File: config.mk
export PLATFORM = sky130hd
export DESIGN_NAME = mdu_iter
export DESIGN_NICKNAME = d
export VERILOG_FILES = /design/src/rtl/mdu_iter.sv
export SDC_FILE = /design/constraint.sdc
export NUM_CORES = 1
export LEC_CHECK = 0
export ABC_AREA = 1
export BUFFER_PORTS_ARGS = -buffer_cell sky130_fd_sc_hd__clkbuf_2
export CORE_MARGIN = 5
export CORE_UTILIZATION = 30
export DETAILED_ROUTE_END_ITERATION = 10
export SETUP_SLACK_MARGIN = 0.1
export SYNTH_ARGS = -nofsm -noshare
export SYNTH_HDL_FRONTEND = slang
export SYNTH_SLANG_ARGS = --single-unit
File: constraint.sdc
create_clock -name clk -period 2.4 [get_ports clk]
set_clock_uncertainty 0.05 [all_clocks]
set_input_delay 0 -clock clk [delete_from_list [all_inputs] [get_ports clk]]
set_output_delay 0 -clock clk [all_outputs]
set_load 0.01 [all_outputs]
File: src/rtl/mdu_iter.sv
// Iterative RV32M multiply/divide: one bit per cycle (shift-add multiply, restoring divide).
// Latency: W+1 edges after start is sampled; divide-by-zero and signed overflow take 1 edge.
// Backpressure: stall = start & ~done holds the core; start is ignored outside IDLE.
module mdu_iter #(
    parameter int BUS_WIDTH = 32
) (
    input  logic                 clk,
    input  logic                 rst,
    input  logic                 start,
    input  logic [2:0]           funct3,
    input  logic [BUS_WIDTH-1:0] rs1,
    input  logic [BUS_WIDTH-1:0] rs2,
    output logic                 busy,
    output logic                 done,
    output logic                 stall,
    output logic [BUS_WIDTH-1:0] result
);

    localparam int W  = BUS_WIDTH;
    localparam int CW = $clog2(W);
    localparam logic [W-1:0] MIN_NEG = {1'b1, {(W-1){1'b0}}};

    typedef enum logic [1:0] {IDLE, RUN, FIN} state_t;

    state_t          state_q, state_d;
    logic [CW-1:0]   cnt_q;
    logic [2:0]      op_q;
    logic            neg_ab_q;
    logic            neg_a_q;
    logic [W-1:0]    mag_a_q;
    logic [W-1:0]    mag_b_q;
    logic [W-1:0]    rem_q;
    logic [2*W-1:0]  acc_q;
    logic            done_q;
    logic [W-1:0]    result_q;

    // Operand decode, only meaningful while IDLE samples a new op
    logic         is_div, sgn_a, sgn_b, a_neg, b_neg;
    logic         div_zero, div_ovf, fast;
    logic [W-1:0] mag_a, mag_b;

    assign is_div   = funct3[2];
    assign sgn_a    = is_div ? ~funct3[0] : (funct3 != 3'd3);
    assign sgn_b    = is_div ? ~funct3[0] : ~funct3[1];
    assign a_neg    = sgn_a & rs1[W-1];
    assign b_neg    = sgn_b & rs2[W-1];
    assign mag_a    = a_neg ? -rs1 : rs1;
    assign mag_b    = b_neg ? -rs2 : rs2;
    assign div_zero = is_div & (rs2 == '0);
    assign div_ovf  = is_div & ~funct3[0] & (rs1 == MIN_NEG) & (rs2 == '1);
    assign fast     = div_zero | div_ovf;

    // Single iteration step for both operations
    logic [W:0]   mul_sum;
    logic [W:0]   div_shift;
    logic         div_ge;
    logic [W-1:0] div_rem;

    assign mul_sum   = {1'b0, acc_q[2*W-1:W]} + (acc_q[0] ? {1'b0, mag_a_q} : '0);
    assign div_shift = {rem_q, acc_q[W-1]};
    assign div_ge    = div_shift >= {1'b0, mag_b_q};
    assign div_rem   = div_shift[W-1:0] - mag_b_q;

    // Sign correction and half/quotient/remainder selection
    logic [2*W-1:0] prod;
    logic [W-1:0]   quo, rem_fix, sel;

    assign prod    = neg_ab_q ? -acc_q : acc_q;
    assign quo     = neg_ab_q ? -acc_q[W-1:0] : acc_q[W-1:0];
    assign rem_fix = neg_a_q ? -rem_q : rem_q;

    always_comb begin
        sel = rem_fix;
        case (op_q)
            3'd0:             sel = prod[W-1:0];
            3'd1, 3'd2, 3'd3: sel = prod[2*W-1:W];
            3'd4, 3'd5:       sel = quo;
            default:          sel = rem_fix;
        endcase
    end

    always_comb begin
        state_d = state_q;
        case (state_q)
            IDLE:    if (start) state_d = fast ? FIN : RUN;
            RUN:     if (cnt_q == CW'(W-1)) state_d = FIN;
            FIN:     state_d = IDLE;
            default: state_d = IDLE;
        endcase
    end

    always_ff @(posedge clk or negedge rst) begin
        if (!rst) begin
            state_q <= IDLE;
        end else begin
            state_q <= state_d;
        end
    end

    always_ff @(posedge clk or negedge rst) begin
        if (!rst) begin
            cnt_q    <= '0;
            op_q     <= '0;
            neg_ab_q <= 1'b0;
            neg_a_q  <= 1'b0;
            mag_a_q  <= '0;
            mag_b_q  <= '0;
            rem_q    <= '0;
            acc_q    <= '0;
            done_q   <= 1'b0;
            result_q <= '0;
        end else begin
            done_q <= 1'b0;
            case (state_q)
                IDLE: begin
                    if (start) begin
                        op_q     <= funct3;
                        cnt_q    <= '0;
                        mag_a_q  <= mag_a;
                        mag_b_q  <= mag_b;
                        // Fast-path results are preloaded so FIN selects them unchanged
                        neg_ab_q <= (a_neg ^ b_neg) & ~fast;
                        neg_a_q  <= a_neg & ~fast;
                        if (div_zero) begin
                            acc_q <= {{W{1'b0}}, {W{1'b1}}};
                            rem_q <= rs1;
                        end else if (div_ovf) begin
                            acc_q <= {{W{1'b0}}, MIN_NEG};
                            rem_q <= '0;
                        end else if (is_div) begin
                            acc_q <= {{W{1'b0}}, mag_a};
                            rem_q <= '0;
                        end else begin
                            acc_q <= {{W{1'b0}}, mag_b};
                            rem_q <= '0;
                        end
                    end
                end
                RUN: begin
                    cnt_q <= cnt_q + CW'(1);
                    if (op_q[2]) begin
                        acc_q <= {acc_q[2*W-1:W], acc_q[W-2:0], div_ge};
                        rem_q <= div_ge ? div_rem : div_shift[W-1:0];
                    end else begin
                        acc_q <= {mul_sum, acc_q[W-1:1]};
                    end
                end
                FIN: begin
                    result_q <= sel;
                    done_q   <= 1'b1;
                end
                default: ;
            endcase
        end
    end

    assign busy   = (state_q == RUN);
    assign done   = done_q;
    assign stall  = start & ~done_q;
    assign result = result_q;

endmodule

==> results.toml <==
[clock_network]
clk_pin_slew_worst_paths_ns = 0.06
cts_buffers = 29
cts_root_buf = "clkbuf_16"
cts_max_path_buffers = 3
cts_htree_levels = 1
clk_latency_ns = 0.61
cts_tree = "yes"
cts_sinks = 205

[floorplanning]
die_w_um = 269
die_h_um = 269
die_area_sq_um = 72400
start_util_pct = 30.1
placementRows = 95
core_sq_um = 66800
io_pins = 105

[power_and_ir_drop]
power_frac_seq_pct = 15.5
comb_power_share_pct = 74.6
pwr_density_cell_nw_per_um2 = 1680
ir_drop_mv = 0.987
p_sw_uw = 25600
clkPwrFrac_pct = 9.9
p_sw_share_pct = 53.6
p_int_uw = 22200
p_leak_uw = 0.0134
total_power_uw = 47800

[synthesis]
avgSynthCellArea_sq_um = 6.01
syn_nets = 3492
yosys_register_bits = 205
yosysSeqAreaShare_pct = 25.5
yosys_most_used_dff = "dfrtp_1"
synth_cell_types = 57
async_flop_share_pct = 100
synth-edff-count = 0
synthCells = 3349
yosys_warnings = 0
netlist_area_sq_um = 20100

[detailed_routing]
first_iter_violations = 2837
drtAntennaViolNets = 0
route.detailed.drc = 0
vias = 24800
via_per_inst = 5.30
wl_per_cell_um = 21.0
drt-total-wl_um = 98100
dr.pass1.iters = 7

[global_route]
grt_pass1_vias = 22600
grt_overflow_total = 0
grt_max_degree = 71
track_usage_pct = 25.4
antenna_found_initial = 0
grt_pass1_wl_um = 140000

[worst_setup_path]
startpoint_type = "flop"
crit_type = "flop to flop"
cp_data_required_time_ns = 2.79
cp-end-kind = "flop"
cp.arrival_ns = 2.81
path_max_fanout = 8

[sta]
rsz0062_at_grt = "yes"
max_slew_margin_pct = 58.1
hold_viol = 0
min_period_ns = 2.42
drv_slew = 0
finalSetupViolations = 2
fmax_mhz = 413
postLayoutSetupSlackWorst_ns = -0.0188
fin_crit_sh_pct = 101
tightest_slew_ns = 0.622

[status]
status = "finished with violations"
violations = "setup timing"

[layout]
layout_common_cells = "842 x nand2_1, 396 x nor2_1, 356 x inv_1"
final_area_sq_um = 28400
layout_commonest_cell = "nand2_1"
num-nets-final = 3929
drive_gt1_share_pct = 28.7
area_delta_synth_final_pct = 41.0

[place]
place.gp.congestion = 1.01
portBuffers = 104
placed_area_sq_um = 23300
dp_hpwl_um = 77300

[job]
cap_violations = 0

[hold_path]
hold_path.class = "input port to flop"
-- flip-flops by register name (all words and copies together) (netlist names) --
signal,cells
state_q,2
neg_a_q,1
mag_b_q,32
rem_q,32
neg_ab_q,1
acc_q,64
result,32
cnt_q,5
mag_a_q,32
done,1
op_q,3
-- kinds of logic (layout without fill, tap and decap cells) --
kind of cell / Yosys count / count (layout) / share of synthesized area, %
XOR/XNOR: 63 / 63 / 2.74
buffers and inverters: 543 / 1001 / 10.9
adder cells (fa/ha/maj): 73 / 73 / 4.61
AND/OR/NAND/NOR: 1973 / 1974 / 42.7
flip-flops: 205 / 205 / 25.5
other: 0 / 1 / 0
AO/OA/AOI/OAI: 492 / 492 / 13.6
-- power by group through the flow --
stage                     registers (uW)  clock network, uW  logic (uW)
after floorplan                     6520                  0       17000
after global placement              7060                  0       27800
after detailed placement            7080                  0       27800
after CTS                           7150               4800       29800
after global routing                7530               4930       38100
final                               7410               4750       35600
-- worst max-delay path: stages, from the launching register on --
cell and delay (ns):
dfrtp_2 0.45, buf_6 0.17, nand2_1 0.07, inv_2 0.05, ha_4 0.22, a21oi_2 0.14, nand2_1 0.09, nand2_1 0.09
nand2_1 0.06, buf_4 0.14, nand3_1 0.07, nand2_2 0.08, nand2_1 0.07, nand2_1 0.06, or2_2 0.27, nand3_1 0.09
o21ai_1 0.07
-- timing repair --
| item | in CTS | in global routing |
|---|---|---|
| resized for setup | 170 | 445 |
| setup buffers | 15 | 38 |
| hold endpoints to repair | 307 | 0 |
| endpoints found under the setup margin | 79 | 95 |
| gates cloned | 1 | 7 |
| hold buffers | 78 | 0 |
| pin swaps | 35 | 167 |
-- worst paths after layout --
path                       startpoint  slack, ns  cells after the start         end
setup reg to reg             acc_q[0]      -0.02                     16   acc_q[48]
min in group asynchronous         rst       0.39                      3  result[23]
setup / recovery             acc_q[0]      -0.02                     16   acc_q[48]
hold / removal              funct3[2]       0.09                      4     op_q[2]
max in group asynchronous         rst       1.21                      4    rem_q[3]
hold reg to reg             result[0]       0.42                      2   result[0]
-- cell usage after synthesis, types with 3 or more instances --
library cell / instances / share of area (%)
xnor2_1: 22 / 0.96
a21oi_2: 7 / 0.30
a21o_1: 5 / 0.19
o211ai_1: 14 / 0.52
clkinv_1: 7 / 0.13
a31oi_1: 33 / 1.0
nand3_1: 347 / 8.6
nor2_4: 12 / 0.67
nor3_2: 3 / 0.15
nor3_1: 25 / 0.62
or2_2: 17 / 0.53
o21ai_0: 155 / 3.9
buf_2: 31 / 0.77
nand2_2: 22 / 0.68
buf_1: 13 / 0.24
o22ai_1: 33 / 1.0
nor4_1: 4 / 0.12
o31ai_1: 3 / 0.11
nor2_8: 3 / 0.30
nand3b_1: 17 / 0.63
nor2_1: 448 / 8.4
o21ai_1: 19 / 0.47
nor2_2: 19 / 0.59
nand2_1: 957 / 18
o21ai_2: 5 / 0.22
a21oi_1: 191 / 4.8
nand4_1: 75 / 2.3
ha_1: 71 / 4.4
o21a_1: 6 / 0.22
nand2_4: 4 / 0.22
dfrtp_1: 205 / 25
buf_6: 12 / 0.67
inv_2: 29 / 0.54
inv_1: 399 / 7.4
nand3_2: 10 / 0.50
a22oi_1: 11 / 0.41
xor2_1: 41 / 1.8
clkbuf_1: 42 / 0.78
buf_4: 7 / 0.26
-- routing by layer --
metal	wire, um	vias up	share of wire, %	global-route usage, %
li1	-	11800	-	-
met1	43500	11700	44	36.5
met2	42800	1183	44	39.5
met3	7800	194	7.9	3.39
met4	4040	0	4.1	8.00
met5	0	-	0	0
-- final cells by class --
cell class | count | area [sq um]
diodes | 1 | 2.50
clock buffers | 40 | 817
clock inverters | 13 | 220
fillers | 7036 | 38400
inverters | 438 | 1670
multi-input cells | 2602 | 15300
flip-flops and latches | 205 | 5150
well taps | 873 | 1090
repair buffers | 510 | 4150
-- metrics by stage --
stage	instances	setup slack, ns	setup TNS (ns)	utilization [%]	hold slack (ns)
after floorplan	3349	0.0441	0	-	-0.346
after global placement	4490	-0.293	-1.70	34.9	0.00278
after detailed placement	4490	-0.226	-1.63	34.9	0.000754
after CTS	4637	0.0297	0	39.1	0.0521
after global routing	4681	-0.152	-1.28	42.5	0.100
final	4682	-0.0188	-0.0316	42.5	0.0890
Note: power is estimated with default switching activity, not from simulation.
